File: src/rtl/mem_stage.sv
// Pipeline memory stage: issues load/store/push/pop to a handshaked data memory,
// owns the stack pointer, and passes non-memory results to MEM/WB in one cycle.
module mem_stage #(
  parameter logic [15:0] SP_INIT = 16'h07FF,
  parameter int unsigned TIMEOUT = 15
) (
  input  logic        clk,
  input  logic        rst_n,
  input  logic [15:0] ALU_result_mem,
  input  logic [15:0] Rs_data_mem,
  input  logic [15:0] Rd_data_mem,
  input  logic [2:0]  Rd_mem,
  input  logic        memRead_mem,
  input  logic        memWrite_mem,
  input  logic        regWrite_mem,
  input  logic        push_mem,
  input  logic        pop_mem,
  output logic        dmem_req,
  output logic        dmem_we,
  output logic [15:0] dmem_addr,
  output logic [15:0] dmem_wdata,
  input  logic        dmem_ready,
  input  logic [15:0] dmem_rdata,
  output logic        stall,
  output logic        wb_valid,
  output logic        wb_regwrite,
  output logic [2:0]  wb_rd,
  output logic [15:0] wb_data,
  output logic [15:0] sp,
  output logic        mem_fault
);

  typedef enum logic {IDLE, BUSY} state_t;
  typedef enum logic [1:0] {OP_LOAD, OP_STORE, OP_PUSH, OP_POP} op_t;

  localparam logic [7:0] TO_LIMIT = 8'(TIMEOUT);

  state_t     state, state_nxt;
  op_t        op_dec, op_q;
  logic       mem_op;
  logic       to_reached;
  logic [7:0] to_cnt;
  logic [2:0] rd_q;
  logic       regwrite_q;
  logic       stall_raw;

  assign mem_op     = push_mem | pop_mem | memRead_mem | memWrite_mem;
  assign to_reached = (to_cnt == TO_LIMIT);

  // Priority push > pop > load > store when several control bits are set.
  always_comb begin
    // NOTE: every always_comb output gets a default first so no path infers a latch.
    op_dec = OP_STORE;
    if (push_mem)         op_dec = OP_PUSH;
    else if (pop_mem)     op_dec = OP_POP;
    else if (memRead_mem) op_dec = OP_LOAD;
  end

  always_comb begin
    state_nxt = state;
    stall_raw = 1'b0;
    case (state)
      IDLE: begin
        stall_raw = mem_op;
        if (mem_op) state_nxt = BUSY;
      end
      BUSY: begin
        // Released on the completing or aborting cycle so EX/MEM advances on that edge.
        stall_raw = !dmem_ready && !to_reached;
        if (dmem_ready || to_reached) state_nxt = IDLE;
      end
      default: state_nxt = IDLE;
    endcase
  end

  assign stall = rst_n & stall_raw;

  always_ff @(posedge clk or negedge rst_n) begin
    // NOTE: sequential state uses non-blocking assignments so all registers update together.
    if (!rst_n) state <= IDLE;
    else        state <= state_nxt;
  end

  always_ff @(posedge clk or negedge rst_n) begin
    if (!rst_n) begin
      dmem_req    <= 1'b0;
      dmem_we     <= 1'b0;
      dmem_addr   <= '0;
      dmem_wdata  <= '0;
      wb_valid    <= 1'b0;
      wb_regwrite <= 1'b0;
      wb_rd       <= '0;
      wb_data     <= '0;
      sp          <= SP_INIT;
      mem_fault   <= 1'b0;
      to_cnt      <= '0;
      op_q        <= OP_LOAD;
      rd_q        <= '0;
      regwrite_q  <= 1'b0;
    end else begin
      mem_fault <= 1'b0;
      case (state)
        IDLE: begin
          if (mem_op) begin
            dmem_req    <= 1'b1;
            op_q        <= op_dec;
            rd_q        <= Rd_mem;
            regwrite_q  <= regWrite_mem;
            to_cnt      <= '0;
            wb_valid    <= 1'b0;
            wb_regwrite <= 1'b0;
            case (op_dec)
              OP_LOAD: begin
                dmem_addr <= ALU_result_mem;
                dmem_we   <= 1'b0;
              end
              OP_STORE: begin
                dmem_addr  <= ALU_result_mem;
                dmem_wdata <= Rs_data_mem;
                dmem_we    <= 1'b1;
              end
              OP_PUSH: begin
                dmem_addr  <= sp;
                dmem_wdata <= Rd_data_mem;
                dmem_we    <= 1'b1;
              end
              default: begin
                dmem_addr <= sp + 16'd1;
                dmem_we   <= 1'b0;
              end
            endcase
          end else begin
            wb_valid    <= 1'b1;
            wb_regwrite <= regWrite_mem;
            wb_rd       <= Rd_mem;
            wb_data     <= ALU_result_mem;
          end
        end
        BUSY: begin
          if (dmem_ready) begin
            dmem_req <= 1'b0;
            wb_valid <= 1'b1;
            wb_rd    <= rd_q;
            if (op_q == OP_LOAD || op_q == OP_POP) begin
              wb_data     <= dmem_rdata;
              wb_regwrite <= regwrite_q;
            end else begin
              wb_regwrite <= 1'b0;
            end
            if (op_q == OP_PUSH) sp <= sp - 16'd1;
            if (op_q == OP_POP)  sp <= sp + 16'd1;
          end else if (to_reached) begin
            // Abort: the instruction retires without writeback and sp is untouched.
            dmem_req    <= 1'b0;
            mem_fault   <= 1'b1;
            wb_valid    <= 1'b0;
            wb_regwrite <= 1'b0;
          end else begin
            to_cnt <= to_cnt + 8'd1;
          end
        end
        default: ;
      endcase
    end
  end

endmodule

File: config.mk
export PLATFORM = sky130hd
export DESIGN_NAME = mem_stage
export DESIGN_NICKNAME = d
export VERILOG_FILES = /design/src/rtl/mem_stage.sv
export SDC_FILE = /design/constraint.sdc
export NUM_CORES = 1
export LEC_CHECK = 0
export ABC_AREA = 1
export CORE_ASPECT_RATIO = 1.5
export CORE_MARGIN = 2
export CORE_UTILIZATION = 45
export CTS_CLUSTER_SIZE = 30
export DETAILED_ROUTE_END_ITERATION = 12
export PLACE_DENSITY = 0.77
export SLEW_MARGIN = 20
export SYNTH_ARGS = -nofsm -noshare
export SYNTH_HDL_FRONTEND = slang
export SYNTH_SLANG_ARGS = --single-unit
File: constraint.sdc
create_clock -name clk -period 1.77 [get_ports clk]
set_clock_uncertainty 0.05 [all_clocks]
set_input_delay 0.2655 -clock clk [delete_from_list [all_inputs] [get_ports clk]]
set_output_delay 0.2655 -clock clk [all_outputs]
set_load 0.02 [all_outputs]
---- Word-level counts from Yosys, hierarchy flattened ----
Index checks and enable logic that the tools add are counted.
word-level totals
  bits of input ports ..................... 75
  flip-flop bits (word level) ............. 87
operators by class
  reduce and logical (&&, ||, !) cells .... 18
  bitwise gates (word level) .............. 5
  add/subtract/negate cells ............... 3
  equal/unequal tests ..................... 12
  muxes and demuxes ....................... 37
operators by type and width
  operator                                               number
  one-hot mux 16 bit (2 select lines)                    3
  two-way mux 16 bit                                     5
  two-way mux 8 bit                                      3
  adder 16 x 1 -> 16 bit, second input constant          1
  one-hot mux 8 bit (2 select lines)                     1
  subtractor 16 x 1 -> 16 bit, second input constant     1
  two-way mux 1 bit                                      15
  AND reduction 3 bit                                    4
  inequality test 2 bit, second input constant           5
  one-hot mux 1 bit (2 select lines)                     5
  adder 8 x 1 -> 8 bit, second input constant            1
  == test 8 x 4 -> 1 bit, second input constant          1
  == test 2 bit, second input constant                   3
  two-way mux 3 bit                                      2
  one-hot mux 3 bit (2 select lines)                     1
  AND reduction 2 bit                                    3
  logical NOT 2 bit                                      2
  two-way mux 2 bit                                      2
  nonzero test 2 bit                                     2
  OR reduction 2 bit                                     2
  inequality test 3 x 2 -> 1 bit, second input constant  1
  bitwise OR 1 bit                                       3
  == test 2 x 1 -> 1 bit, second input constant          1
  logical NOT 1 bit                                      2
  other kinds (5)                                        6

---- Logic depth before layout (Yosys ltp) ----
Gate-level depths: netlist of run 1.
  depth after elaboration ................. 6
  depth in mapped cells ................... 11
  gate-level depth less buffers ........... 11

---- Least setup slack after synthesis of run 1 ----
OpenSTA, ideal clock, no wires.
  kind .................................... input to register
  from .................................... input pop_mem
  to ...................................... register dmem_wdata[0]
  setup time .............................. 0.141 ns
  data arrival time ....................... 1.622 ns
  cell stages on the path ................. 7
  path buffers ............................ 2
  setup slack ............................. -0.043 ns
  cells stage by stage .................... nor2_4 clkbuf_1 inv_1 ha_1 nor2_2 clkbuf_1 a31oi_1
on the way
  word-level cells in the longest chain between the ends .. 5
  elaborated cells between the ends (all ways) .. 10
  classes of those cells .................. 2 x eq/ne; 3 x mux; 3 x bitwise; 2 x reduce/logical
ends and longest elaborated chain
  item                                                     line  RTL
  start, declared                                          17    input logic pop_mem,
  two-way mux 2 bit *                                      55    else if (pop_mem) op_dec = OP_POP;
  two-way mux 2 bit *                                      54    if (push_mem) op_dec = OP_PUSH;
  named net op_dec[1]                                      39    op_t op_dec, op_q;
  == test 2 bit or == test 2 x 1 -> 1 bit (tied branches)  112   case (op_dec)
  nonzero test 2 bit (no source line)                      -
  AND reduction 3 bit (no source line)                     -
  end signal, assigned                                     119   dmem_wdata <= Rs_data_mem;
  end signal, assigned                                     124   dmem_wdata <= Rd_data_mem;
  end, declared                                            21    output logic [15:0] dmem_wdata,
The timed path passes the listed nets; every way through them passes the cells marked *.
A chain may end at the register's enable or synchronous reset.

---- Worst setup path after layout of run 1 ----
  from .................................... register to_cnt[1]
  to ...................................... output stall
on the way
  word-level cells in the longest chain between the ends .. 5
ends and longest elaborated chain
  item                                line  RTL
  start, declared                     42    logic [7:0] to_cnt;
  start signal, assigned              159   to_cnt <= to_cnt + 8'd1;
  == test 8 x 4 -> 1 bit              48    assign to_reached = (to_cnt == TO_LIMIT);
  logical NOT 1 bit                   69    stall_raw = !dmem_ready && !to_reached;
  logical AND 1 bit                   69
  one-hot mux 1 bit (2 select lines)  62    case (state)
  bitwise AND 1 bit                   76    assign stall = rst_n & stall_raw;
  end, declared                       24    output logic stall,
Every way passes these cells.

==> metrics.txt, run 1 <==
commonest cells in the netlist nand2_1 (219), nor2_1 (97), dfrtp_1 (76); Root Driver clkbuf_16; Seq cells post-synth 87; total track usage 0.276; mux share of post-synthesis cell area 0.00202; WHS Path Cells 3; ys async rst share 1.00; most frequent CP cell nand2_2; slowest CP cell dfrtp_1; Site Rows 47; Area Overhead vs Synth 48.6%; Synth Area per Inst 7.34 µm²; Psw 5600 µW; die width 89.7 µm; Worst Slack Setup Final -0.106 ns; Crit path largest cell delay 0.37 ns; Final Max Slew Viols 0; library cells used by synthesis 35; combinational power share 0.552; grt total ovfl 0; vias per std cell 5.44; Synth area leaders dfrtp_1 (38%), nand2_1 (17%), nor2_1 (7.3%); DRC 0; final hold vios 0; register area 0.00219 mm²; simple-gate portion of the synthesized area 0.327; Global Route met1 Usage 0.333; largest family of logic cells by synthesized area simple AND/OR/NAND/NOR gates; min-delay src Rs_data_mem[5]; initial DRC count 412; slew at the pin closest to its max-slew limit 0.496 ns; Synth Instances 676; most frequent cell after synthesis nand2_1; Antenna Diode Count 0; DP HPWL 12100 µm; initial antenna violation count 0; busiest grt layer met2; GPL Wtd Cong 0.946; first-pass iteration count of the detailed router 9; Clock Pin Slew Worst Setup and Hold Paths 0.06 ns; initial core utilization 0.456; R2R depth 6; WP data arrival 1.56 ns; Crit path required time 1.45 ns; H-tree depth 3; wire per inst 16.7 µm; final WL 16800 µm; Yosys top cell area share 0.383; period utilization 1.06; Final TNS setup -0.106 ns; maximum VDD drop 0.00102 V; Power per Cell Area 1730 mW/mm²; Relative slew margins 0.669; Pint 7130 µW; CTS tree built; Clock Power Share 0.148; critical path startpoint to_cnt[1]; worst hold path type primary input to flop; Seq pwr share 0.300; Switching Share 0.440; multi-input logic area 0.00252 mm²; RSZ-0062 raised after global routing true; status finished with violations; CTS Buffer Depth 2; share of cells above drive strength 1 0.147; first-pass GRT wire length 26400 µm; Seq/Total Area, Yosys 0.442; total clock sinks 87; crit path max fanout 2; fillers 884; GR Layer Usage met3 0.0478; Final Net Count 935; Pleak 0.00333 µW; Skew-Pair Late Insertion Delay 0.34 ns; placeable core area 0.0109 mm²; Via Count 5474; max frequency 533 MHz; post-route ant nets 0; number of enable flip-flop cells after synthesis 0; Setup WS pre-CTS -0.481 ns; leading area contributor after synthesis dfrtp_1; Num CTS Buffers 9; adder-cell share of the synthesized area 0.0151; Max-Cap Viols 0; complex-gate fraction of the synthesized area 0.123; most used flip-flop cell after synthesis dfrtp_1; number of global-route vias before repair 5334; Cell Area, Synth 0.00496 mm²; Reg-to-Reg Start sp[0]; largest net degree at the start of global routing 88; syn nets 757; CP Capture Type output pin; # IOs 148; Yosys Warn Count 0; Final Critical Period 1.88 ns; PortBufs 147; violated checks setup timing; worst path cell trace ha_2 > nand2_2 > inv_2 > nand2_2 > o21ai_2 > nand2_2 > inv_2 > nor2_2 > buf_6; GRT met2 Usage 0.481; total power 12700 µW; critical path type flop to output pin; CP Launch Type flop; XOR/XNOR Fraction of Synth Area 0.0194; final setup fails 1; Die H 133 µm; Die ar. 0.0119 mm²
[cell usage in the layout (no fill, tap or decap), drive strengths merged]
master and n:
a21boi 1, a21o 2, a21oi 12, a221oi 1
a22oi 7, a31oi 41, a32oi 1, a41oi 1
buf 60, bufinv 1, clkbuf 13, clkdlybuf4s50 128
clkinv 2, clkinvlp 1, dfrtp 76, dfstp 11
dlygate4sd2 13, dlygate4sd3 1, dlymetal6s2s 4, ha 6
inv 36, mux2i 1, nand2 223, nand3 44
nand4 13, nor2 106, nor3 5, nor4 1
o211ai 1, o21ai 35, o22ai 1, xor2 11
[path summary, 6_finish.rpt]
| kind | endpoint | slack, ns |
|---|---|---|
| hold / removal | dmem_wdata[5] | 0.44 |
| max in group asynchronous | sp[9] | 0.77 |
| min in group asynchronous | dmem_addr[9] | 0.47 |
| setup reg to reg | dmem_addr[5] | 0.09 |
| hold reg to reg | dmem_we | 0.44 |
| setup / recovery | stall | -0.11 |
[logic make-up after synthesis]
| kind of cell | count (synthesis) |
|---|---|
| buf+inv | 76 |
| xor+xnor | 11 |
| simple gates | 392 |
| fa+ha+maj | 6 |
| mux | 1 |
| compound gates | 103 |
| flops | 87 |
[layer usage]
| metal | share of wire | vias up | routed length (µm) |
|---|---|---|---|
| li1 | - | 2581 | - |
| met1 | 0.37 | 2627 | 6310 |
| met2 | 0.53 | 231 | 8900 |
| met3 | 0.065 | 35 | 1100 |
| met4 | 0.030 | 0 | 508 |
| met5 | 0 | - | 0 |
[final cells by class]
type | instances | area share
multi-input cells | 513 | 0.343
flip-flops and latches | 87 | 0.297
repair buffers | 207 | 0.278
clock buffers | 12 | 0.0321
well taps | 147 | 0.0250
inverters | 36 | 0.0183
clock inverters | 4 | 0.00645
[critical path: cells and delay by family (launching register included)]
| family | cells | cell delay (ns) |
|---|---|---|
| flip-flops | 1 | 0.37 |
| AND/OR/NAND/NOR | 4 | 0.23 |
| buffers and inverters | 3 | 0.23 |
| adder cells (fa/ha/maj) | 1 | 0.20 |
| AO/OA/AOI/OAI | 1 | 0.17 |
[registers in the layout, indices dropped and copies added (netlist names)]
| register | cells |
|---|---|
| to_cnt | 8 |
| wb_regwrite | 1 |
| op_q | 2 |
| mem_fault | 1 |
| dmem_wdata | 16 |
| wb_valid | 1 |
| rd_q | 3 |
| dmem_addr | 16 |
| state | 1 |
| dmem_req | 1 |
| sp | 16 |
| regwrite_q | 1 |
| dmem_we | 1 |
| wb_rd | 3 |
| wb_data | 16 |
[stage by stage]
| stage | cell area (µm²) | std cells | util | hold WS, ns |
|---|---|---|---|---|
| 2_1_floorplan | 4960 | 676 | - | -0.0801 |
| 3_3_place_gp | 6840 | 981 | 0.628 | 0.336 |
| 3_5_place_dp | 6840 | 981 | 0.628 | 0.332 |
| 4_1_cts | 7180 | 1000 | 0.660 | 0.431 |
| 5_1_grt | 7370 | 1006 | 0.677 | 0.449 |
| 6_report | 7370 | 1006 | 0.677 | 0.435 |
[power groups by stage]
stage                     registers (µW)  logic [µW]  clock network, µW
after floorplan                     4480        2990                  0
after global placement              3760        6620                  0
after detailed placement            3790        6730                  0
after CTS                           3770        6750               1910
after global routing                3940        7610               1970
final                               3820        7030               1880
[what timing repair did]
item | CTS | global route
hold buffers | 1 | 0
endpoints found under the setup margin | 33 | 43
buffers inserted | 1 | 5
pin swaps | 3 | 7
cloned | 1 | 1
gates resized for setup | 26 | 37
endpoints found under the hold margin | 76 | 0
(Power assumes the default switching activity.)
==> inputs of run 2 (changes only) <==
- CORE_UTILIZATION: 45 -> 30
- PLACE_DENSITY: 0.77 -> default
==> metrics.txt, run 2 (synthesis results as in run 1) <==
Skew-Pair Late Insertion Delay 0.34 ns (about the same); RSZ-0062 raised after global routing true; WP data arrival 1.54 ns (-0.02 ns); worst hold path type primary input to flop; DRC 0 (unchanged); CP Capture Type output pin; total clock sinks 87 (unchanged); first-pass iteration count of the detailed router 4 (-5); initial DRC count 189 (-54%); Die ar. 0.0176 mm² (+48%); Final Max Slew Viols 0 (unchanged); Worst Slack Setup Final -0.0903 ns (+0.0156 ns); critical path type flop to output pin; worst reg2reg setup slack 0.11 ns (+0.02 ns); worst path cell trace ha_2 > nand2_2 > inv_2 > nand2_4 > o21ai_4 > nand2_2 > inv_2 > nor2_2 > buf_6; Psw 5570 µW (-0.49%); fillers 1669 (+89%); Crit path largest cell delay 0.36 ns (about the same); wire per inst 15.7 µm (-5.9%); slew at the pin closest to its max-slew limit 0.522 ns (+0.0259 ns); total track usage 0.193 (-0.0825); commonest cells after routing, fill and taps aside nand2_1 (214), clkdlybuf4s50_1 (130), nor2_1 (93); combinational power share 0.554 (+0.002); vias per std cell 4.87 (-10%); Crit path depth 9 (unchanged); CTS Buffer Depth 2 (unchanged); Antenna Diode Count 0 (unchanged); final WL 16800 µm (+0.10%); initial antenna violation count 0 (unchanged); placed cells 1050 (+7.0%); placeable core area 0.0162 mm² (+49%); Max-Cap Viols 0 (unchanged); R2R depth 6 (unchanged); WHS Path Cells 3 (unchanged); GPL Wtd Cong 0.883 (-6.8%); Clock Pin Slew Worst Setup and Hold Paths 0.07 ns (about the same); final setup fails 1 (unchanged); Final Net Count 940 (+0.53%); family with the most delay on the worst path flip-flops; Area Overhead vs Synth 49.2%; Site Rows 57 (+21%); violated checks setup timing; final hold vios 0 (unchanged); Reg-to-Reg Start sp[0]; multi-input logic area 0.00250 mm² (-0.89%); CTS tree built; Pint 6980 µW (-2.1%); slowest CP cell dfrtp_1; Final Core Density 0.457 (-0.220); Seq pwr share 0.300 (about the same); WHS 0.431 ns (-0.00390 ns); CP Launch Type flop; first-pass GRT wire length 26000 µm (-1.4%); most common cell after layout, fill and taps aside nand2_1; maximum VDD drop 0.000834 V (-18%); Crit path required time 1.45 ns (about the same); Num CTS Buffers 9 (unchanged); Die H 161 µm (+22%); Relative slew margins 0.652 (-0.0173); die width 109 µm (+21%); Via Count 5212 (-4.8%); post-route ant nets 0 (unchanged); register area 0.00219 mm² (unchanged); number of global-route vias before repair 4971 (-6.8%); initial core utilization 0.306 (-0.150); crit path to stall; Root Driver clkbuf_16; Final Critical Period 1.86 ns (-0.0156 ns); DP HPWL 12800 µm (+6.4%); crit path max fanout 3 (+1); Switching Share 0.444 (+0.00411); Power per Cell Area 1700 mW/mm² (-1.8%); # IOs 148 (unchanged); PortBufs 147 (unchanged); H-tree depth 3 (unchanged); period utilization 1.05 (-0.00882); share of cells above drive strength 1 0.148 (+0.00147); grt total ovfl 0 (unchanged); status finished with violations; largest net degree at the start of global routing 88 (unchanged); Clock Power Share 0.146 (-0.002); Layout Cells excl Fill 1070 (+6.4%); Pleak 0.00330 µW (-0.94%); Worst Path Buf+Inv 3 (unchanged); worst reg2reg path endpoint dmem_addr[5]; critical path startpoint to_cnt[1]; max frequency 538 MHz (+0.84%)
run 2: repair_timing:
item / CTS / global route
buffers inserted: 1 / 2
pin swaps: 1 / 4
endpoints found under the setup margin: 30 / 21
hold buffers: 1 / 0
hold endpoints to repair: 42 / 0
gates resized for setup: 20 / 29
run 2: worst min-delay path: cells and delay by family:
kind	cells	cell delay, ns
AND/OR/NAND/NOR	1	0.06
AO/OA/AOI/OAI	1	0.07
buffers and inverters	1	0.39
run 2: area by class of cell:
cell class	instances	share of cell area
Clock buffer	9	0.0304
Multi-Input combinational cell	513	0.338
Tap cell	206	0.0348
Inverter	36	0.0183
Timing Repair Buffer	212	0.274
Sequential cell	87	0.296
Clock inverter	7	0.00761
run 2: through the flow:
| stage | setup TNS, ns | instance area (µm²) | power [µW] | setup WS, ns |
|---|---|---|---|---|
| floorplan | 0 | 4960 | 7480 | 0.0543 |
| global placement | -7.32 | 7000 | 10700 | -0.343 |
| detailed placement | -8.33 | 7000 | 10700 | -0.402 |
| CTS | -0.133 | 7280 | 12500 | -0.133 |
| global route | -0.184 | 7400 | 13400 | -0.170 |
| finish | -0.0903 | 7400 | 12600 | -0.0903 |
run 2: how the worst min path moves through the flow:
| stage | start | endpoint | slack, ns |
|---|---|---|---|
| 2_1_floorplan | rst_n | dmem_addr[0] | -0.08 |
| 3_3_place_gp | rst_n | sp[14] | 0.37 |
| 3_5_place_dp | rst_n | sp[14] | 0.36 |
| 4_1_cts | Rs_data_mem[1] | dmem_wdata[1] | 0.43 |
| 5_1_grt | dmem_rdata[8] | wb_data[8] | 0.44 |
| 6_report | dmem_rdata[13] | wb_data[13] | 0.43 |
run 2: power by group through the flow:
stage	logic [µW]	registers, µW	clock network, µW
6_report	6950	3770	1830
4_1_cts	6870	3760	1890
5_1_grt	7560	3910	1960
3_5_place_dp	6950	3780	0
3_3_place_gp	6890	3760	0
2_1_floorplan	2990	4480	0
run 2: layer usage:
layer | wire length (µm) | track usage | up-vias
met1 | 6320 | 0.216 | 2426
li1 | - | - | 2596
met2 | 9060 | 0.350 | 150
met5 | 0 | 0 | -
met3 | 758 | 0.0311 | 40
met4 | 691 | 0.0892 | 0
==> inputs of run 3 (changes only) <==
- ABC_CLOCK_PERIOD_IN_PS: default -> 1770
==> results of run 3 <==
Same layout as run 2: the final DEF is identical, and so are final timing and power.
